===== config.mk =====
export PLATFORM = sky130hd
export DESIGN_NAME = tag_snoop_sequencer
export DESIGN_NICKNAME = d
export VERILOG_FILES = /design/src/rtl/tag_snoop_sequencer_pkg.sv /design/src/rtl/tag_snoop_sequencer_snoop_fifo.sv /design/src/rtl/tag_snoop_sequencer.sv
export SDC_FILE = /design/constraint.sdc
export NUM_CORES = 1
export LEC_CHECK = 0
export BUFFER_PORTS_ARGS = -buffer_cell sky130_fd_sc_hd__buf_2
export CELL_PAD_IN_SITES_DETAIL_PLACEMENT = 1
export CELL_PAD_IN_SITES_GLOBAL_PLACEMENT = 2
export CORE_MARGIN = 2
export CORE_UTILIZATION = 39
export CTS_CLUSTER_DIAMETER = 60
export DETAILED_ROUTE_END_ITERATION = 8
export GPL_TIMING_DRIVEN = 1
export PLACE_DENSITY = 0.8
export SLEW_MARGIN = 20
export SYNTH_ARGS = -nofsm -noshare
export SYNTH_HDL_FRONTEND = slang
export SYNTH_SLANG_ARGS = --single-unit

===== constraint.sdc =====
create_clock -name clk -period 4.2 [get_ports clk]
set_clock_uncertainty 0.1 [all_clocks]
set_input_delay 0.21 -clock clk [delete_from_list [all_inputs] [get_ports clk]]
set_output_delay 0.21 -clock clk [all_outputs]
set_load 0.005 [all_outputs]

===== src/rtl/tag_snoop_sequencer_pkg.sv =====
// Shared types for the tag-RAM port-B snoop sequencer: entry/request layouts
// at the default geometry and the sequencer state encoding.
package tag_snoop_sequencer_pkg;

  localparam int unsigned DEF_WIDTH = 32;
  localparam int unsigned DEF_LINES = 512;
  localparam int unsigned DEF_LW    = $clog2(DEF_LINES);

  typedef struct packed {
    logic                 valid;
    logic [DEF_WIDTH-2:0] tag;
  } dtag_entry_t;

  typedef struct packed {
    logic [DEF_LW-1:0]    line;
    logic [DEF_WIDTH-2:0] tag;
  } snoop_req_t;

  typedef enum logic [1:0] {
    ST_IDLE,
    ST_RD,
    ST_CMP,
    ST_WR
  } tag_seq_state_t;

endpackage


===== src/rtl/tag_snoop_sequencer_snoop_fifo.sv =====
// Generic synchronous FIFO holding queued snoop requests; registered occupancy
// count drives full/empty so the ready path carries no push/pop logic.
module snoop_fifo
  import tag_snoop_sequencer_pkg::*;
#(
  parameter type         T     = snoop_req_t,
  parameter int unsigned DEPTH = 4
) (
  input  logic clk,
  input  logic rst_n,
  input  logic push,
  input  T     din,
  input  logic pop,
  output T     head,
  output logic empty,
  output logic full
);

  localparam int unsigned PW = $clog2(DEPTH);

  T               mem [DEPTH];
  logic [PW-1:0]  wr_ptr;
  logic [PW-1:0]  rd_ptr;
  logic [PW:0]    count;
  logic           do_push;
  logic           do_pop;

  assign full    = (count == (PW+1)'(DEPTH));
  assign empty   = (count == '0);
  assign do_push = push & ~full;
  assign do_pop  = pop & ~empty;
  assign head    = mem[rd_ptr];

  always_ff @(posedge clk or negedge rst_n) begin
    if (!rst_n) begin
      wr_ptr <= '0;
      rd_ptr <= '0;
      count  <= '0;
    end else begin
      if (do_push) wr_ptr <= wr_ptr + 1'b1;
      if (do_pop)  rd_ptr <= rd_ptr + 1'b1;
      case ({do_push, do_pop})
        2'b10:   count <= count + 1'b1;
        2'b01:   count <= count - 1'b1;
        default: count <= count;
      endcase
    end
  end

  // Storage is not reset; entries are only ever read behind a valid count.
  always_ff @(posedge clk) begin
    if (do_push) mem[wr_ptr] <= din;
  end

endmodule


===== src/rtl/tag_snoop_sequencer.sv =====
// Port-B owner of the dual-port tag RAM: arbitrates local fill/update writes
// against queued remote snoops sequenced as read -> compare -> invalidate.
module tag_snoop_sequencer
  import tag_snoop_sequencer_pkg::*;
#(
  parameter  int unsigned WIDTH      = 32,
  parameter  int unsigned LINES      = 512,
  parameter  int unsigned FIFO_DEPTH = 4,
  parameter  int unsigned MAX_DEFER  = 8,
  localparam int unsigned LW         = $clog2(LINES)
) (
  input  logic             clk,
  input  logic             rst,
  input  logic             snp_valid,
  output logic             snp_ready,
  input  logic [LW-1:0]    snp_line,
  input  logic [WIDTH-2:0] snp_tag,
  output logic             snp_done,
  output logic             snp_hit,
  input  logic             loc_req,
  input  logic [LW-1:0]    loc_line,
  input  logic [WIDTH-1:0] loc_data,
  output logic             loc_gnt,
  output logic             tb_en_b,
  output logic             tb_wen_b,
  output logic [LW-1:0]    tb_addr_b,
  output logic [WIDTH-1:0] tb_din_b,
  input  logic [WIDTH-1:0] tb_dout_b,
  output logic             busy
);

  localparam int unsigned DW = $clog2(MAX_DEFER + 1);

  typedef struct packed {
    logic [LW-1:0]    line;
    logic [WIDTH-2:0] tag;
  } req_t;

  tag_seq_state_t state, state_nxt;
  logic [DW-1:0]  defer_cnt;
  logic           defer_inc;
  logic           defer_clr;
  logic           defer_ok;

  req_t push_req;
  req_t head;
  logic q_empty;
  logic q_full;
  logic q_push;
  logic q_pop;
  logic tag_hit;

  assign push_req  = '{line: snp_line, tag: snp_tag};
  assign snp_ready = ~q_full;
  assign q_push    = snp_valid & ~q_full;
  assign busy      = ~q_empty | (state != ST_IDLE);
  assign defer_ok  = (defer_cnt < DW'(MAX_DEFER));
  assign tag_hit   = tb_dout_b[WIDTH-1] & (tb_dout_b[WIDTH-2:0] == head.tag);

  snoop_fifo #(
    .T     (req_t),
    .DEPTH (FIFO_DEPTH)
  ) u_fifo (
    .clk   (clk),
    .rst_n (rst),
    .push  (q_push),
    .din   (push_req),
    .pop   (q_pop),
    .head  (head),
    .empty (q_empty),
    .full  (q_full)
  );

  always_ff @(posedge clk or negedge rst) begin
    if (!rst) begin
      state     <= ST_IDLE;
      defer_cnt <= '0;
    end else begin
      state <= state_nxt;
      if (defer_clr) begin
        defer_cnt <= '0;
      end else if (defer_inc && defer_ok) begin
        defer_cnt <= defer_cnt + 1'b1;
      end
    end
  end

  always_comb begin
    state_nxt = state;
    defer_inc = 1'b0;
    defer_clr = 1'b0;
    q_pop     = 1'b0;
    snp_done  = 1'b0;
    snp_hit   = 1'b0;
    loc_gnt   = 1'b0;
    tb_en_b   = 1'b0;
    tb_wen_b  = 1'b0;
    tb_addr_b = '0;
    tb_din_b  = '0;
    case (state)
      ST_IDLE: begin
        // Local writes win IDLE until a waiting snoop has lost MAX_DEFER times.
        if (loc_req && (q_empty || defer_ok)) begin
          tb_en_b   = 1'b1;
          tb_wen_b  = 1'b1;
          tb_addr_b = loc_line;
          tb_din_b  = loc_data;
          loc_gnt   = 1'b1;
          defer_inc = ~q_empty;
        end else if (!q_empty) begin
          tb_en_b   = 1'b1;
          tb_addr_b = head.line;
          defer_clr = 1'b1;
          state_nxt = ST_RD;
        end
      end
      ST_RD: begin
        state_nxt = ST_CMP;
      end
      ST_CMP: begin
        if (tag_hit) begin
          tb_en_b   = 1'b1;
          tb_wen_b  = 1'b1;
          tb_addr_b = head.line;
          tb_din_b  = {1'b0, head.tag};
          state_nxt = ST_WR;
        end else begin
          q_pop     = 1'b1;
          snp_done  = 1'b1;
          state_nxt = ST_IDLE;
        end
      end
      ST_WR: begin
        q_pop     = 1'b1;
        snp_done  = 1'b1;
        snp_hit   = 1'b1;
        state_nxt = ST_IDLE;
      end
      default: state_nxt = ST_IDLE;
    endcase
  end

endmodule


==> summary.txt, run 1 <==
Critical path
  • Crit end category: primary output
  • Worst path required time: 3.89 ns
  • Critical Path Start Type: flop
  • CP max FO: 6
  • Crit-path cells: buf_12, mux4_2, xor2_1, nor4_2, buf_4, o2111ai_1, or4_4, nor4_4, buf_6, o21bai_4, a22o_1, buf_2
  • Crit path kind: reg2out
  • Largest stage delay, worst path: 0.56 ns
  • Crit path buffers/inverters: 4
  • Slowest-stage cell, CP: or4_4
  • Crit-path leading delay family: simple AND/OR/NAND/NOR gates
  • Critical path data arrival time: 3.74 ns

Floorplan
  • IO Pins: 165
  • Chip width: 143 um
  • Initial Util: 40.1%
  • Die H: 143 um
  • Std-Cell Rows: 50
  • Core area: 0.0189 sq mm
  • Die area: 0.0206 sq mm

Synthesis
  • Mapped Area: 0.00758 sq mm
  • Post-Syn Area per Cell: 17.2 sq um
  • Post-synth ARST share: 7.51%
  • Synth cell count leaders: 160 x edfxtp_1, 39 x a22o_1, 30 x mux4_2
  • Number of synthesized flops with an enable pin: 160
  • Library cells used by synthesis: 46
  • Syn. warnings: 0
  • Yosys reg bits: 173
  • Synth Flop Type: edfxtp_1
  • Most frequent cell after synthesis: edfxtp_1
  • Syn nets: 564
  • Gate Count Post-Synth: 440
  • Synth area leaders: edfxtp_1 63%, mux4_2 8.9%, a22o_1 4.5%
  • Post-synth top area share: 63.4%
  • Seq/Total Area, Yosys: 67.7%
  • Yosys top cell by area: edfxtp_1

Power
  • Internal power: 4260 uW
  • Clock power share: 23.9%
  • Net Sw Frac: 33.9%
  • Leakage power: 0.00385 uW
  • Sw Pwr: 2180 uW
  • Peak VDD IR: 0.442 mV
  • Sequential share of power: 37.8%
  • Cell area power density: 646 mW/mm^2
  • Comb pwr share: 38.4%
  • Power, Total: 6440 uW

Finish
  • Area growth syn-to-layout: 31.6%
  • Nets: 794
  • Layout Cells excl Fill: 945
  • Share of post-route cells with drive strength above 1: 39.5%

Job
  • Total of max-cap violations: 0

STA
  • Min cycle time layout: 4.05 ns
  • Max-slew headroom at the worst pin: 53.9%
  • Final WS setup: 0.146 ns
  • Hold WS: 0.121 ns
  • Fmax: 0.247 GHz
  • Final Max Tran Viols: 0
  • Fin. Hold Viols: 0
  • Setup TNS: 0 ns
  • Final setup viols: 0
  • Worst slew pin tran: 0.692 ns
  • Final period util: 96.5%
  • RSZ-0062 raised after global routing: true

Detailed routing
  • DRT Wirelength: 20300 um
  • WL/cell: 21.5 um
  • Vias per inst: 5.16
  • Starting DRT DRC Count: 301
  • Final ANT Viol Nets: 0
  • 1st-pass router iterations: 4
  • Post-route DRC: 0
  • Via count: 4877

Placed design
  • DP Wirelength: 13300 um
  • Place WS: -0.0400 ns
  • Placed cells: 856
  • Routability cong.: 0.804
  • Port Buffers: 164

Global route
  • First-pass GRT wire length: 30200 um
  • Total global-route track usage: 20.1%
  • Initial antenna violation count: 0
  • Total gr overflow: 0
  • Largest net degree at the start of global routing: 41
  • Vias in the first global route: 5252

Clock tree
  • Max clock buf depth: 2
  • Root buf cell: clkbuf_16
  • CTS sink cnt: 173
  • Htree depth: 4
  • CTS tree: done
  • Clock insertion delay at the later pin of the skew report: 0.43 ns
  • Inserted Clock Buffers: 17
  • Clock transition at path regs: 0.07 ns

Outcome
  • Status: complete, no violations

Worst hold path
  • Hold Path Class: in2async
==> power groups by stage <==
stage,sequential (uW),clock [uW],combinational (uW)
floorplan,2400,0,1510
global placement,2480,0,2140
detailed placement,2500,0,2190
CTS,2450,1550,2370
global route,2460,1630,2680
finish,2430,1540,2470
==> cell usage in the layout (no fill, tap or decap), types with 4 or more instances in the layout <==
cell,count
nand2_1,16
buf_4,16
o21ai_0,13
edfxtp_1,160
inv_6,5
and3_4,4
dlygate4sd3_1,42
inv_1,13
mux4_2,30
clkbuf_16,18
dfrtp_1,11
buf_2,165
ha_1,6
mux2i_1,28
xnor2_1,18
a21oi_1,4
a22o_1,39
nor3_1,6
o22ai_1,4
xor2_1,13
nor2_1,8
==> area by class of cell <==
type                    instances  area (sq um)
inverters                      13          48.8
well taps                     260           325
multi-input cells             235          2360
clock buffers                  17           425
repair buffers                230          1510
fillers                      1888          8920
flip-flops and latches        173          5140
clock inverters                15           156
diodes                          2          5.00
==> final timing paths <==
check | startpoint | cells after the start | endpoint | slack [ns]
setup / recovery | u_fifo.rd_ptr[0]$_DFFE_PN0P_ | 12 | tb_addr_b[4] | 0.15
max in group asynchronous | rst | 2 | u_fifo.rd_ptr[1]$_DFFE_PN0P_ | 3.61
hold / removal | rst | 2 | u_fifo.rd_ptr[0]$_DFFE_PN0P_ | 0.12
hold reg to reg | u_fifo.count[2]$_DFFE_PN0P_ | 1 | u_fifo.count[2]$_DFFE_PN0P_ | 0.41
setup reg to reg | u_fifo.rd_ptr[0]$_DFFE_PN0P_ | 15 | u_fifo.count[2]$_DFFE_PN0P_ | 0.25
min in group clk | snp_valid | 3 | u_fifo.wr_ptr[0]$_DFFE_PN0P_ | 0.15
==> repair_timing <==
item | CTS | global route
cloned | 1 | 2
endpoints found under the hold margin | 174 | 0
resized for setup | 5 | 8
hold buffers | 42 | 0
pin swaps | 2 | 5
endpoints found under the setup margin | 44 | 43
setup buffers | 5 | 5
==> kinds of logic after synthesis <==
group,after synthesis,synth area share (%)
compound gates,77,8.01
flops,173,67.7
buf+inv,33,2.13
mux,62,13.2
fa+ha+maj,7,1.26
xor+xnor,31,3.58
simple gates,57,4.11
==> per-stage QoR <==
step	utilization (%)	instance area (sq um)
2_1_floorplan	-	7580
3_3_place_gp	46.2	8740
3_5_place_dp	46.3	8750
4_1_cts	52.2	9860
5_1_grt	52.8	9970
6_report	52.8	9970
==> metal layers <==
layer / vias to the layer above / wire length (um) / global-route usage (%)
met4: 0 / 304 / 6.35
met5: - / 0 / 0
li1: 2240 / - / -
met3: 22 / 838 / 3.93
met2: 136 / 10200 / 33.2
met1: 2479 / 8990 / 26.9
==> registers in the layout, indices dropped and copies added, names as in the netlist <==
name and cells:
u_fifo.mem 160, state 2, u_fifo.wr_ptr 2, u_fifo.count 3, defer_cnt 4, u_fifo.rd_ptr 2
Note: power is estimated with default switching activity, not from simulation.
==> inputs of run 2 (changes only) <==
--- a/config.mk
+++ b/config.mk
@@ -6,6 +6,7 @@
 export NUM_CORES = 1
 export LEC_CHECK = 0
 export BUFFER_PORTS_ARGS = -buffer_cell sky130_fd_sc_hd__buf_2
+export CAP_MARGIN = 5
 export CELL_PAD_IN_SITES_DETAIL_PLACEMENT = 1
 export CELL_PAD_IN_SITES_GLOBAL_PLACEMENT = 2
 export CORE_MARGIN = 2
==> constraint.sdc (replaced) <==
create_clock -name clk -period 4.55 [get_ports clk]
set_clock_uncertainty 0.1 [all_clocks]
set_input_delay 0.2275 -clock clk [delete_from_list [all_inputs] [get_ports clk]]
set_output_delay 0.2275 -clock clk [all_outputs]
set_load 0.005 [all_outputs]
==> run 2 against run 1 <==
Compared with the run above: core utilization down 1.0 points; die area unchanged; critical path depth up 1; critical path type is now reg2reg; highest routed layer unchanged; final cell count down 1.5%; clock power about the same; sequential power down 7%; sequential share of layout area up 0.95 points; first-iteration DRC count down 6.3%; flip-flop and latch count unchanged; via count down 0.88%; non-clock buffer count down 11.
==> summary.txt, run 2 (synthesis gave the netlist of run 1 again) <==
Critical path
  • Largest stage delay, worst path: 0.62 ns
  • Crit end category: flop
  • Crit-path cells: mux4_2, xor2_1, nor4_1, o2111ai_1, or4_4, nor4_1, nor2_1, ha_1, inv_1, fa_1, xor2_1, nor2_1, xor2_1
  • Slowest-stage cell, CP: or4_4
  • CP max FO: 7
  • Critical path data arrival time: 4.60 ns
  • Worst path required time: 4.76 ns
  • CP dominant cell by count: xor2_1
  • Critical Path Start Type: flop
  • Crit path kind: reg2reg

STA
  • Max-slew headroom at the worst pin: 53.8%
  • Hold WS: 0.0268 ns
  • Fmax: 0.228 GHz
  • Final setup viols: 0
  • Fin. Hold Viols: 0
  • Min cycle time layout: 4.39 ns
  • Setup TNS: 0 ns
  • RSZ-0062 raised after global routing: false
  • Final Max Tran Viols: 0
  • Final period util: 96.6%
  • Worst slew pin tran: 0.693 ns

Clock tree
  • Root buf cell: clkbuf_16
  • Clock insertion delay at the later pin of the skew report: 0.43 ns
  • Inserted Clock Buffers: 17
  • Setup Buffers After CTS: 0
  • Max clock buf depth: 2
  • CTS tree: done
  • Htree depth: 4
  • Clock transition at path regs: 0.07 ns
  • CTS sink cnt: 173

Finish
  • Largest register FFs: 160
  • Share of post-route cells with drive strength above 1: 37.9%
  • Area growth syn-to-layout: 29.1%
  • Ant. Diodes: 0
  • Reg with most FFs: u_fifo.mem
  • Commonest non-fill, non-tap cells in the layout: 164 x buf_2, 160 x edfxtp_1, 41 x dlygate4sd3_1, 39 x a22o_1, 30 x mux4_2
  • Most common cell after layout, fill and taps aside: buf_2
  • Largest registers: u_fifo.mem (160), defer_cnt (4), u_fifo.count (3)
  • # fillers: 1914
  • Nets: 782

Detailed routing
  • Post-route DRC: 0
  • Final ANT Viol Nets: 0
  • WL/cell: 21.2 um
  • Starting DRT DRC Count: 282
  • Vias per inst: 5.19
  • 1st-pass router iterations: 4
  • DRT Wirelength: 19700 um
  • Via count: 4834

Placed design
  • Routability cong.: 0.762
  • DP Wirelength: 13400 um
  • Port Buffers: 164

Floorplan
  • Core area: 0.0189 sq mm
  • IO Pins: 165
  • Die area: 0.0206 sq mm
  • Std-Cell Rows: 50
  • Chip width: 143 um
  • Initial Util: 40.1%
  • Die H: 143 um

Global route
  • Total global-route track usage: 20.1%
  • Met1 Resource Use GR: 25.8%
  • Busiest grt layer: met2
  • Met2 Track Usage GR: 34.1%
  • Vias in the first global route: 5298
  • Largest net degree at the start of global routing: 43
  • Initial antenna violation count: 0
  • First-pass GRT wire length: 30200 um
  • Total gr overflow: 0
  • Met3 Track Usage GR: 4.50%

Power
  • Cell area power density: 596 mW/mm^2
  • Leakage power: 0.00378 uW
  • Power, Total: 5830 uW
  • Peak VDD IR: 0.294 mV

Outcome
  • Status: complete, no violations

Worst hold path
  • Hold Path Class: in2reg

Job
  • Total of max-cap violations: 0
[run 2: changes by cell type in the layout (fill, tap and decap cells not counted), moves of 2 or more]
cell / before / now
inv_8: 2 / 0
buf_12: 2 / 0
bufinv_16: 1 / 4
and3_2: 0 / 3
diode_2: 2 / 0
dfrtp_2: 0 / 2
buf_4: 16 / 11
nor4_2: 3 / 1
nor4_1: 0 / 2
and3_4: 4 / 1
inv_6: 5 / 0
dfrtp_4: 2 / 0
clkinv_4: 2 / 5
[run 2: power breakdown]
part           switching, uW  internal, uW  leakage [uW]  total (uW)
Combinational           1140           906       0.00186        2040
Sequential               160          2110       0.00162        2270
Clock                    603           919      0.000294        1520
[run 2: routing by layer]
| layer | wire [um] | vias up |
|---|---|---|
| met5 | 0 | - |
| met4 | 350 | 0 |
| met1 | 8520 | 2469 |
| met2 | 10000 | 130 |
| met3 | 830 | 25 |
| li1 | - | 2210 |
[run 2: what timing repair did]
item | in CTS | in global routing
hold buffers | 41 | 0
cloned | 0 | 0
gates resized for setup | 1 | 3
endpoints found under the hold margin | 173 | 0
setup endpoints to repair | 22 | 39
[run 2: metrics by stage]
step | worst slack [ns] | util (%) | cell area, sq um | std cells
finish | 0.155 | 51.8 | 9780 | 931
global route | 0.0144 | 51.8 | 9780 | 931
CTS | 0.0719 | 51.7 | 9770 | 931
detailed placement | 0.285 | 46.2 | 8730 | 858
global placement | 0.425 | 46.2 | 8730 | 858
floorplan | 0.789 | - | 7580 | 440
[run 2: area by class of cell]
cell class	instances	area [sq um]	share of cell area [%]
multi-input cells	234	2300	23.6
repair buffers	219	1350	13.8
clock buffers	18	429	4.39
flip-flops and latches	173	5130	52.5
well taps	260	325	3.33
clock inverters	14	195	2.00
inverters	13	48.8	0.499
[run 2: critical path: cells and delay by family (launching register included)]
family / cells / cell delay (ns)
simple gates: 5 / 1.87
mux: 1 / 0.58
flops: 1 / 0.51
xor+xnor: 3 / 0.47
fa+ha+maj: 2 / 0.44
compound gates: 1 / 0.22
buf+inv: 1 / 0.09
[run 2: worst paths after layout]
kind / from / to / slack, ns / depth (start not counted)
hold reg to reg: u_fifo.count[0]$_DFFE_PN0P_ / u_fifo.count[0]$_DFFE_PN0P_ / 0.43 / 1
min in group asynchronous: rst / defer_cnt[0]$_DFFE_PN0P_ / 0.13 / 2
setup / recovery: u_fifo.rd_ptr[0]$_DFFE_PN0P_ / u_fifo.count[2]$_DFFE_PN0P_ / 0.16 / 13
hold / removal: loc_req / defer_cnt[2]$_DFFE_PN0P_ / 0.03 / 3
setup reg to reg: u_fifo.rd_ptr[0]$_DFFE_PN0P_ / u_fifo.count[2]$_DFFE_PN0P_ / 0.16 / 13
max in group asynchronous: rst / u_fifo.rd_ptr[0]$_DFFE_PN0P_ / 3.95 / 2
==> inputs of run 3 (changes only) <==
--- a/config.mk
+++ b/config.mk
@@ -5,7 +5,7 @@
 export SDC_FILE = /design/constraint.sdc
 export NUM_CORES = 1
 export LEC_CHECK = 0
-export BUFFER_PORTS_ARGS = -buffer_cell sky130_fd_sc_hd__buf_2
+export BUFFER_PORTS_ARGS = -buffer_cell sky130_fd_sc_hd__buf_4
 export CAP_MARGIN = 5
 export CELL_PAD_IN_SITES_DETAIL_PLACEMENT = 1
 export CELL_PAD_IN_SITES_GLOBAL_PLACEMENT = 2
==> run 3 against run 2 <==
Compared with the run above: global-route usage shrank 0.38 points; via count decreased by 0.60%; cell area rose by 4.1%.
==> summary.txt, run 3 (synthesis gave the netlist of run 1 again) <==
Power
  • Sequential share of power: 38.3%
  • Internal power: 3950 uW
  • Cell area power density: 578 mW/mm^2
  • Comb pwr share: 36.6%
  • Clock power share: 25.1%
  • Peak VDD IR: 0.325 mV
  • Sw Pwr: 1930 uW
  • Leakage power: 0.00390 uW
  • Net Sw Frac: 32.8%

Detailed routing
  • Final ANT Viol Nets: 0
  • 1st-pass router iterations: 4
  • Starting DRT DRC Count: 255
  • Via count: 4805
  • Post-route DRC: 0
  • WL/cell: 21.0 um
  • DRT Wirelength: 19600 um
  • Vias per inst: 5.15

Finish
  • Nets: 784
  • FF/Latch Area: 0.00513 sq mm
  • Largest registers: u_fifo.mem (160), defer_cnt (4), u_fifo.count (3)
  • Most common cell after layout, fill and taps aside: buf_4
  • Reg with most FFs: u_fifo.mem
  • Ant. Diodes: 0
  • Multi-input logic area: 0.00230 sq mm
  • Area growth syn-to-layout: 34.5%
  • Commonest non-fill, non-tap cells in the layout: 179 x buf_4, 160 x edfxtp_1, 41 x dlygate4sd3_1, 39 x a22o_1, 30 x mux4_2
  • Layout Cells excl Fill: 933
  • Share of post-route cells with drive strength above 1: 38.3%
  • Largest register FFs: 160
  • # fillers: 1817

Placed design
  • Routability cong.: 0.830
  • Placed cells: 857
  • DP Wirelength: 13500 um
  • Port Buffers: 164

Floorplan
  • Std-Cell Rows: 50
  • IO Pins: 165
  • Die area: 0.0206 sq mm
  • Core area: 0.0189 sq mm
  • Die H: 143 um
  • Chip width: 143 um
  • Initial Util: 40.1%

Critical path
  • R2r setup slk: 0.36 ns
  • Critical path data arrival time: 3.97 ns
  • Critical Path Start Type: flop
  • CP max FO: 20
  • Crit path kind: reg2out
  • Worst path required time: 4.22 ns
  • Crit end category: primary output

STA
  • RSZ-0062 raised after global routing: false
  • Worst slew pin tran: 0.651 ns
  • Final setup viols: 0
  • Max-slew headroom at the worst pin: 56.6%
  • Final period util: 94.5%
  • Fmax: 0.233 GHz
  • Setup TNS: 0 ns
  • Min cycle time layout: 4.30 ns
  • Fin. Hold Viols: 0
  • Hold WS: 0.0207 ns
  • Final Max Tran Viols: 0

Clock tree
  • Clock insertion delay at the later pin of the skew report: 0.43 ns
  • Clock transition at path regs: 0.07 ns
  • CTS tree: done
  • Htree depth: 4
  • Root buf cell: clkbuf_16
  • CTS sink cnt: 173
  • Inserted Clock Buffers: 17
  • Max clock buf depth: 2

Global route
  • Total gr overflow: 0
  • Largest net degree at the start of global routing: 43
  • Vias in the first global route: 5278
  • Total global-route track usage: 19.7%
  • Initial antenna violation count: 0
  • First-pass GRT wire length: 29900 um

Job
  • Total of max-cap violations: 0

Outcome
  • Status: complete, no violations

Worst hold path
  • Hold Path Class: in2reg
[run 3: cell types whose count changed in the layout (fill, tap and decap cells not counted), moves of 2 or more]
cell,previous run,this run
inv_8,0,2
buf_6,3,0
buf_4,11,179
clkinv_4,5,0
inv_6,0,8
bufinv_16,4,2
buf_2,164,0
[run 3: per-stage QoR]
stage	instance area [sq um]	utilization [%]	power, uW	setup slack (ns)
after global placement	9140	48.4	4350	0.418
after floorplan	7580	-	3620	0.789
after global routing	10200	53.9	6200	0.00970
after CTS	10200	53.8	5920	0.0825
final	10200	53.9	5890	0.251
after detailed placement	9140	48.4	4410	0.286
[run 3: worst max-delay path, cell delays in order (launching register included)]
cell and delay (ns):
dfrtp_2 0.61, buf_4 0.38, mux2_2 0.39, o21ai_0 0.39
o2111ai_1 0.15, or4_4 0.61, nor4_4 0.39, buf_4 0.28
a22o_1 0.20, buf_4 0.12
[run 3: metal layers]
layer | global-route usage (%) | vias up | share of wire, % | routed length [um]
met5 | 0 | - | 0 | 0
met1 | 26.6 | 2445 | 44 | 8660
met2 | 32.6 | 130 | 49 | 9690
met4 | 5.52 | 0 | 1.6 | 317
met3 | 4.03 | 22 | 4.6 | 910
li1 | - | 2208 | - | -
[run 3: cell type report]
class                      instances  area share (%)
sequential                       173            50.4
clock buffer                      17            4.18
multi-input combinational        234            22.6
timing repair buffer             221            17.5
clock inverter                    15            1.69
tap                              260            3.19
inverter                          13           0.479
[run 3: power groups by stage]
| stage | clock [uW] | combinational [uW] | sequential (uW) |
|---|---|---|---|
| 3_5_place_dp | 0 | 2110 | 2300 |
| 6_report | 1480 | 2160 | 2260 |
| 5_1_grt | 1550 | 2360 | 2290 |
| 4_1_cts | 1500 | 2160 | 2270 |
| 2_1_floorplan | 0 | 1400 | 2220 |
| 3_3_place_gp | 0 | 2080 | 2270 |
[run 3: repair_timing]
action / in CTS / in global routing
hold buffers: 41 / 0
gates cloned: 0 / 0
buffers inserted: 0 / 3
endpoints found under the hold margin: 173 / 0
resized for setup: 1 / 2
setup endpoints to repair: 19 / 39
[run 3: worst paths after layout]
path | startpoint | depth (start not counted) | endpoint
max | u_fifo.rd_ptr[1]$_DFFE_PN0P_ | 9 | tb_din_b[5]
max in group asynchronous | rst | 2 | u_fifo.rd_ptr[1]$_DFFE_PN0P_
min | loc_req | 3 | defer_cnt[2]$_DFFE_PN0P_
max reg2reg | u_fifo.rd_ptr[1]$_DFFE_PN0P_ | 13 | u_fifo.count[2]$_DFFE_PN0P_
min reg2reg | u_fifo.count[2]$_DFFE_PN0P_ | 1 | u_fifo.count[2]$_DFFE_PN0P_
min in group asynchronous | rst | 2 | u_fifo.rd_ptr[0]$_DFFE_PN0P_
